<file path="config.mk">
export PLATFORM = sky130hd
export DESIGN_NAME = display_scan_driver_flat
export DESIGN_NICKNAME = d
export VERILOG_FILES = /design/src/rtl/display_pkg.sv /design/src/rtl/display_scan_driver_if.sv /design/src/rtl/bin2bcd_seq.sv /design/src/rtl/display_scan_driver.sv /design/src/flat_wrapper.sv
export SDC_FILE = /design/constraint.sdc
export NUM_CORES = 1
export LEC_CHECK = 0
export CAP_MARGIN = 20
export CORE_UTILIZATION = 45
export CTS_BUF_LIST = sky130_fd_sc_hd__clkbuf_4
export DETAILED_ROUTE_END_ITERATION = 10
export PLACE_DENSITY = 0.64
export SYNTH_ARGS = -nofsm -noshare
export SYNTH_HDL_FRONTEND = slang
export SYNTH_HIERARCHICAL = 1
export SYNTH_SLANG_ARGS = --single-unit
</file>
<file path="constraint.sdc">
create_clock -name clk -period 2.25 [get_ports clk]
set_input_delay 0.45 -clock clk [delete_from_list [all_inputs] [get_ports clk]]
set_output_delay 0.45 -clock clk [all_outputs]
set_load 0.01 [all_outputs]
</file>
<file path="src/rtl/display_pkg.sv">
// Shared definitions for the vending-machine display front end.
// Holds display geometry, the value clamp limit, the blank code understood
// by the seven-segment decoder, the converter state type and small helpers.
package display_pkg;

  localparam int DIGITS  = 4;
  localparam int BCD_W   = 4;
  localparam int VALUE_W = 14;

  localparam logic [VALUE_W-1:0] MAX_VALUE  = 14'd9999;
  localparam logic [6:0]         BLANK_CODE = 7'd127;

  // One shift per input bit.
  localparam logic [3:0] CONV_STEPS = 4'd14;

  typedef enum logic {
    IDLE = 1'b0,
    CONV = 1'b1
  } conv_state_t;

  // Amounts above the four-digit range display as all nines.
  function automatic logic [VALUE_W-1:0] clamp_value(input logic [VALUE_W-1:0] v);
    logic [VALUE_W-1:0] r;
    if (v > MAX_VALUE) begin
      r = MAX_VALUE;
    end else begin
      r = v;
    end
    return r;
  endfunction

  // Double-dabble correction: a nibble of 5 or more would overflow past 9
  // after the next doubling, so pre-add 3 to push the carry into the next digit.
  function automatic logic [BCD_W-1:0] add3_nibble(input logic [BCD_W-1:0] d);
    logic [BCD_W-1:0] r;
    if (d >= 4'd5) begin
      r = d + 4'd3;
    end else begin
      r = d;
    end
    return r;
  endfunction

endpackage

</file>
<file path="src/rtl/display_scan_driver_if.sv">
// Bundles the display front end's control and display signals.
//   value       : binary amount to show (captured on an accepted load)
//   load        : one-cycle capture request
//   blank_zeros : suppress leading zeros
//   number      : digit code to the seven-segment decoder (0..9 or blank)
//   digit_sel   : one-hot digit enable, bit 0 = least-significant digit
//   busy        : conversion in progress
// master = the controller driving the display, slave = display_scan_driver.
interface display_scan_driver_if;
  import display_pkg::*;

  logic [VALUE_W-1:0] value;
  logic               load;
  logic               blank_zeros;
  logic [6:0]         number;
  logic [DIGITS-1:0]  digit_sel;
  logic               busy;

  modport master (
    output value, load, blank_zeros,
    input  number, digit_sel, busy
  );

  modport slave (
    input  value, load, blank_zeros,
    output number, digit_sel, busy
  );
endinterface

</file>
<file path="src/rtl/bin2bcd_seq.sv">
// Iterative shift-and-add-3 (double-dabble) binary to BCD converter,
// one input bit per clock.
//   clk, rst : clock, asynchronous active-high reset
//   start    : begin a conversion of bin (ignored while busy)
//   bin      : binary input, clamped to the four-digit maximum on capture
//   busy     : conversion running
//   done     : high during the final shift cycle; bcd is valid that cycle
//   bcd      : four packed BCD digits produced by the final shift
module bin2bcd_seq
  import display_pkg::*;
(
  input  logic                     clk,
  input  logic                     rst,
  input  logic                     start,
  input  logic [VALUE_W-1:0]       bin,
  output logic                     busy,
  output logic                     done,
  output logic [DIGITS*BCD_W-1:0]  bcd
);

  conv_state_t              state, state_next;
  logic [VALUE_W-1:0]       bin_sr, bin_sr_next;
  logic [DIGITS*BCD_W-1:0]  bcd_sr, bcd_sr_next, bcd_adj;
  logic [3:0]               iter, iter_next;
  logic [DIGITS*BCD_W+VALUE_W-1:0] work_shift;

  // Add-3 correction on every nibble, then one left shift of {bcd, bin}.
  always_comb begin
    bcd_adj = 16'd0;
    for (int k = 0; k < DIGITS; k++) begin
      bcd_adj[k*BCD_W +: BCD_W] = add3_nibble(bcd_sr[k*BCD_W +: BCD_W]);
    end
    work_shift = {bcd_adj, bin_sr} << 5'd1;
  end

  // Converter next-state and datapath control.
  always_comb begin
    state_next  = state;
    bin_sr_next = bin_sr;
    bcd_sr_next = bcd_sr;
    iter_next   = iter;
    done        = 1'b0;
    case (state)
      IDLE: begin
        if (start) begin
          state_next  = CONV;
          bin_sr_next = clamp_value(bin);
          bcd_sr_next = 16'd0;
          iter_next   = CONV_STEPS;
        end else begin
          state_next  = IDLE;
        end
      end
      CONV: begin
        bcd_sr_next = work_shift[DIGITS*BCD_W+VALUE_W-1 -: DIGITS*BCD_W];
        bin_sr_next = work_shift[VALUE_W-1:0];
        iter_next   = iter - 4'd1;
        if (iter == 4'd1) begin
          done       = 1'b1;
          state_next = IDLE;
        end else begin
          state_next = CONV;
        end
      end
      default: begin
        state_next = IDLE;
      end
    endcase
  end

  // Converter state and working registers.
  always_ff @(posedge clk or posedge rst) begin
    if (rst) begin
      state  <= IDLE;
      bin_sr <= 14'd0;
      bcd_sr <= 16'd0;
      iter   <= 4'd0;
    end else begin
      state  <= state_next;
      bin_sr <= bin_sr_next;
      bcd_sr <= bcd_sr_next;
      iter   <= iter_next;
    end
  end

  assign busy = (state == CONV);
  // Result of the final shift; the consumer latches it while done is high.
  assign bcd  = bcd_sr_next;

endmodule

</file>
<file path="src/rtl/display_scan_driver.sv">
// Display front end: converts a captured binary amount to four BCD digits
// and time-multiplexes them onto a single digit bus with a one-hot enable.
//   SCAN_DIV : clock cycles each digit stays enabled (>= 2)
//   clk, rst : clock, asynchronous active-high reset
//   bus      : slave side of display_scan_driver_if (value/load/blank_zeros
//              in, number/digit_sel/busy out)
module display_scan_driver
  import display_pkg::*;
#(
  parameter int SCAN_DIV = 50000
)
(
  input logic                   clk,
  input logic                   rst,
  display_scan_driver_if.slave  bus
);

  localparam int               CNT_W    = $clog2(SCAN_DIV);
  localparam logic [CNT_W-1:0] CNT_LAST = CNT_W'(SCAN_DIV - 1);

  logic                           conv_busy;
  logic                           conv_done;
  logic [DIGITS*BCD_W-1:0]        conv_bcd;
  logic [DIGITS-1:0][BCD_W-1:0]   digits;
  logic [CNT_W-1:0]               scan_cnt;
  logic [1:0]                     idx, idx_next;
  logic [6:0]                     number_next;
  logic                           lead_zero;
  logic [6:0]                     out_number;
  logic [DIGITS-1:0]              out_sel;

  bin2bcd_seq u_conv (
    .clk   (clk),
    .rst   (rst),
    .start (bus.load),
    .bin   (bus.value),
    .busy  (conv_busy),
    .done  (conv_done),
    .bcd   (conv_bcd)
  );

  // Displayed digits change only on the converter's final edge, so a
  // half-converted value is never visible.
  always_ff @(posedge clk or posedge rst) begin
    if (rst) begin
      digits <= 16'd0;
    end else if (conv_done) begin
      digits <= conv_bcd;
    end else begin
      digits <= digits;
    end
  end

  // Code to show in the upcoming slot, including leading-zero blanking.
  always_comb begin
    idx_next    = idx + 2'd1;
    lead_zero   = 1'b1;
    number_next = {3'd0, digits[idx_next]};
    // Blank when this digit and every more-significant digit is zero.
    for (int k = 0; k < DIGITS; k++) begin
      lead_zero = lead_zero & ((k < int'(idx_next)) | (digits[k] == 4'd0));
    end
    if (bus.blank_zeros && (idx_next != 2'd0) && lead_zero) begin
      number_next = BLANK_CODE;
    end else begin
      number_next = {3'd0, digits[idx_next]};
    end
  end

  // Scan counter, digit index and registered display outputs; the outputs
  // move together only on the wrap edge so each digit holds a full slot.
  always_ff @(posedge clk or posedge rst) begin
    if (rst) begin
      scan_cnt   <= '0;
      idx        <= 2'd0;
      out_number <= 7'd0;
      out_sel    <= 4'b0001;
    end else if (scan_cnt == CNT_LAST) begin
      scan_cnt   <= '0;
      idx        <= idx_next;
      out_number <= number_next;
      out_sel    <= 4'b0001 << idx_next;
    end else begin
      scan_cnt   <= scan_cnt + CNT_W'(1);
    end
  end

  assign bus.number    = out_number;
  assign bus.digit_sel = out_sel;
  assign bus.busy      = conv_busy;

endmodule

</file>
<file path="src/flat_wrapper.sv">
// flat-port wrapper written by rule: the top's interface ports become plain ports
module display_scan_driver_flat import display_pkg::*;
#(
  parameter int SCAN_DIV = 50000
)
  (clk, rst, bus_value, bus_load, bus_blank_zeros, bus_number, bus_digit_sel, bus_busy);
  display_scan_driver_if bus_i ();
  input logic clk;
  input logic rst;
  input wire logic [$bits(bus_i.value)-1:0] bus_value;
  input wire logic [$bits(bus_i.load)-1:0] bus_load;
  input wire logic [$bits(bus_i.blank_zeros)-1:0] bus_blank_zeros;
  output wire logic [$bits(bus_i.number)-1:0] bus_number;
  output wire logic [$bits(bus_i.digit_sel)-1:0] bus_digit_sel;
  output wire logic [$bits(bus_i.busy)-1:0] bus_busy;
  assign bus_i.value = bus_value;
  assign bus_i.load = bus_load;
  assign bus_i.blank_zeros = bus_blank_zeros;
  assign bus_number = bus_i.number;
  assign bus_digit_sel = bus_i.digit_sel;
  assign bus_busy = bus_i.busy;
  display_scan_driver #(.SCAN_DIV(SCAN_DIV)) u_core (.clk(clk), .rst(rst), .bus(bus_i));
endmodule
</file>
==> metrics.md <==
| Metric | Value |
|---|---|
| Number of max-cap violations | 0 |
| Total wire length after detailed routing | a little over 7000 um |
| Worst path arrival time | between 1000 and 1500 ps |
| I/O pins | 30 |
| Area leader, netlist | dfrtp_1 |
| HP Class | in2async |
| Register area share after synthesis | 50.45% |
| CTS resizes | 0 |
| Async SR Flop Fraction | 100.0% |
| Root Buffer | clkbuf_4 |
| Die area | around 9000 um^2 |
| # hold bufs at CTS | 0 |
| Main synth FF type | dfrtp_1 |
| Final critical-path share of the clock period | slightly below 90% |
| Hold_ws | about 450 ps |
| Top sig layer | met4 |
| Num rows | 33 |
| CTS Sinks | between 70 and 80 |
| ANT cells | 0 |
| Clk pin slew, worst setup/hold paths | between 100 and 150 ps |
| DR iter-0 viols | 68 |
| Largest net degree at the start of global routing | 44 |
| Die Ht | about 95 um |
| Fillers | 760 |
| Crit start category | flip-flop |
| Initial antenna violation count | 0 |
| Met2 routed WL | roughly 3400 um |
| Synth top area cells | dfrtp_1 (50%), ha_1 (5.2%), mux2_2 (4.9%) |
| Final setup vio count | 0 |
| Delay-heaviest family, CP | flip-flops |
| Hold Vio Cnt, Final | 0 |
| Required time of the critical path | 1800 ps |
| GPL Wtd Cong | around 0.8 |
| Cell count after synthesis | about 360 |
| Status | finished clean |
| GRT Total Usage | approximately 18% |
| Pwr dens | roughly 1100 nW/um^2 |
| Share of cells above drive strength 1 | between 15 and 20% |
| Final Cell Area | 4484 um^2 |
| Slew HR | 65.09% |
| Post-synth EDFFs | 0 |
| Placed insts | 490 |
| TritonCTS clock tree | built |
| Htree depth | 3 |
| I/O Buffers | 29 |
| Final ANT Viol Nets | 0 |
| Slowest stage delay, CP | approximately 550 ps |
| CTS max path bufs | 2 |
| Setup TNS | 0 ps |
| Chip width | roughly 95 um |
| Total CTS buffers | 9 |
| Clock Latency Late Sink | 420 ps |
| DR WL met3 | 146 um |
| Crit path kind | reg2out |
| Top cell type's share of synthesized area | 49.77% |
| Cell Area, Synth | slightly below 4000 um^2 |
| Gr ovfl total | 0 |
| Crit Path Max Fanout | 2 |
| YS warnings | 6 |
| Post-CTS Setup Repair Bufs | 0 |
| Worst Setup End Kind | output port |
| CP Cell Sequence | clkdlybuf4s50_1 |
| Minimum clock period | just under 2000 ps |
| Crit-path slowest cell | dfstp_2 |
| FF+latch count, synth | just under 80 |
| DRC viols | 0 |
| Wire length on met1 | 3391 um |
| Fin cells | a little over 500 |
| Static leakage | 1.986 nW |
| Synth unique cells | 54 |
| Pre-CTS setup slack | ~300 ps |
| Vias in the first global route | 2685 |
| Hpwl dp | approximately 5200 um |
| Mapped Nets | roughly 400 |
| 1st-pass router iterations | 4 |
| DP Area | ~4300 um^2 |
| Drt wl/cell | between 10 and 15 um |
| Maximum vdd drop | 0.0004819 V |
| Area delta synth->final | 15.84% |
| Final number of max-transition violations | 0 |
| Syn Area/Cell | roughly 11 um^2 |
| Via/cell ratio | between 5 and 6 |
| Clock Skew | ~17 ps |
| Max Clock Freq | between 500 and 600 MHz |
| Final WS setup | a little over 300 ps |
| First-pass GRT wire length | about 12000 um |
| CORE AREA | 8258 um^2 |
| Vias | approximately 2800 |
| Worst Max-Slew Pin Slew | roughly 520 ps |
| Layout Nets | 430 |
| RSZ-0062 raised after global routing | no |
| Crit path buffers/inverters | 1 |
| Initial Util | about 47% |
==> worst paths after layout <==
check                                        start                      end  slack [ps]  cells after the start
setup / recovery           u_core/bus.digit_sel[0]         bus_digit_sel[0]         310                      1
hold / removal                                 rst  u_core/u_conv/bcd_sr[5]         450                      3
setup reg to reg           u_core/u_conv/bcd_sr[8]        u_core/digits[10]         450                      7
hold reg to reg            u_core/bus.digit_sel[0]  u_core/bus.digit_sel[0]         470                      2
max in group asynchronous                      rst        u_core/digits[14]        1390                      3
min in group clk           u_core/bus.digit_sel[0]  u_core/bus.digit_sel[0]         470                      2
==> cell families (layout without fill, tap and decap cells) <==
| family | Yosys count | in the layout | synth area share [%] |
|---|---|---|---|
| multiplexers | 26 | 26 | 8.565 |
| AND/OR/NAND/NOR | 126 | 126 | 16.94 |
| XOR/XNOR | 18 | 18 | 4.073 |
| buffers and inverters | 33 | 75 | 3.879 |
| flip-flops | 78 | 78 | 50.45 |
| AO/OA/AOI/OAI | 62 | 62 | 10.92 |
| adder cells (fa/ha/maj) | 16 | 16 | 5.171 |
==> Yosys cell counts, types with 2 or more instances <==
library cell   n
o21a_1         3
a22o_1        10
o21ai_0       15
mux2i_1        5
o21ai_1        2
nor4_1         2
buf_2          6
a21o_1         3
nor3b_1        8
o211ai_1       4
buf_1          2
nand3_1        8
a21oi_1       13
inv_1         16
buf_4          3
nand4_1        3
o22ai_1        3
xnor2_1        9
a221o_1        3
ha_1          16
nor2_1        25
dfrtp_1       77
and4_1         2
xor2_1         9
clkbuf_1       5
nand2_1       43
nand2b_1       5
mux4_2         4
nor3_1        11
mux2_2        17
nand3b_1       3
or3_1          2
==> tightest hold or removal path: stages <==
cell and delay, ps:
clkdlybuf4s50_1 410, inv_1 60, buf_4 390
==> registers in the layout, summed over array words and instances, names as in the netlist <==
signal and cells:
u_core/u_conv/iter 4, u_core/scan_cnt 16, u_core/digits 16, u_core/u_conv/bin_sr 14, u_core/idx 2, u_core/u_conv/busy 1
u_core/bus.digit_sel 4, u_core/bus.number 5, u_core/u_conv/bcd_sr 16
==> per-layer routing <==
metal,up-vias,GRT usage (%)
li1,1349,-
met1,1370,22.46
met2,22,28.78
met3,10,3.060
met4,0,8.333
met5,-,0
==> through the flow <==
step | util (%) | total power [mW]
floorplan | - | 3.404
global placement | 52.24 | 3.781
detailed placement | 52.24 | 3.842
CTS | 54.30 | 4.832
global route | 54.30 | 5.132
finish | 54.30 | 4.757
==> power breakdown <==
part           switching, mW  leakage, nW  internal [mW]
Clock                  0.492       0.0847          0.472
Combinational          0.783        0.926          0.862
Sequential             0.335        0.975           1.81
==> cells in the final DEF (no fill, tap or decap), types with 8 or more instances in the layout <==
cell type,n
nand2_1,43
buf_4,14
clkbuf_4,10
a22o_1,10
nor2_1,25
mux2_2,17
nor3b_1,8
ha_1,16
dfrtp_1,76
clkdlybuf4s50_1,29
o21ai_0,15
xnor2_1,9
nand3_1,8
inv_1,16
a21oi_1,13
xor2_1,9
nor3_1,10
==> area by class of cell <==
| cell class | count | area (um^2) | area share, % |
|---|---|---|---|
| inverter | 16 | 60.06 | 1.339 |
| clock inverter | 6 | 95.09 | 2.121 |
| timing repair buffer | 43 | 395.4 | 8.817 |
| multi-input combinational | 248 | 1773 | 39.54 |
| sequential | 78 | 1954 | 43.58 |
| clock buffer | 10 | 75.07 | 1.674 |
| tap | 105 | 131.4 | 2.930 |
Note: power is estimated with default switching activity, not from simulation.
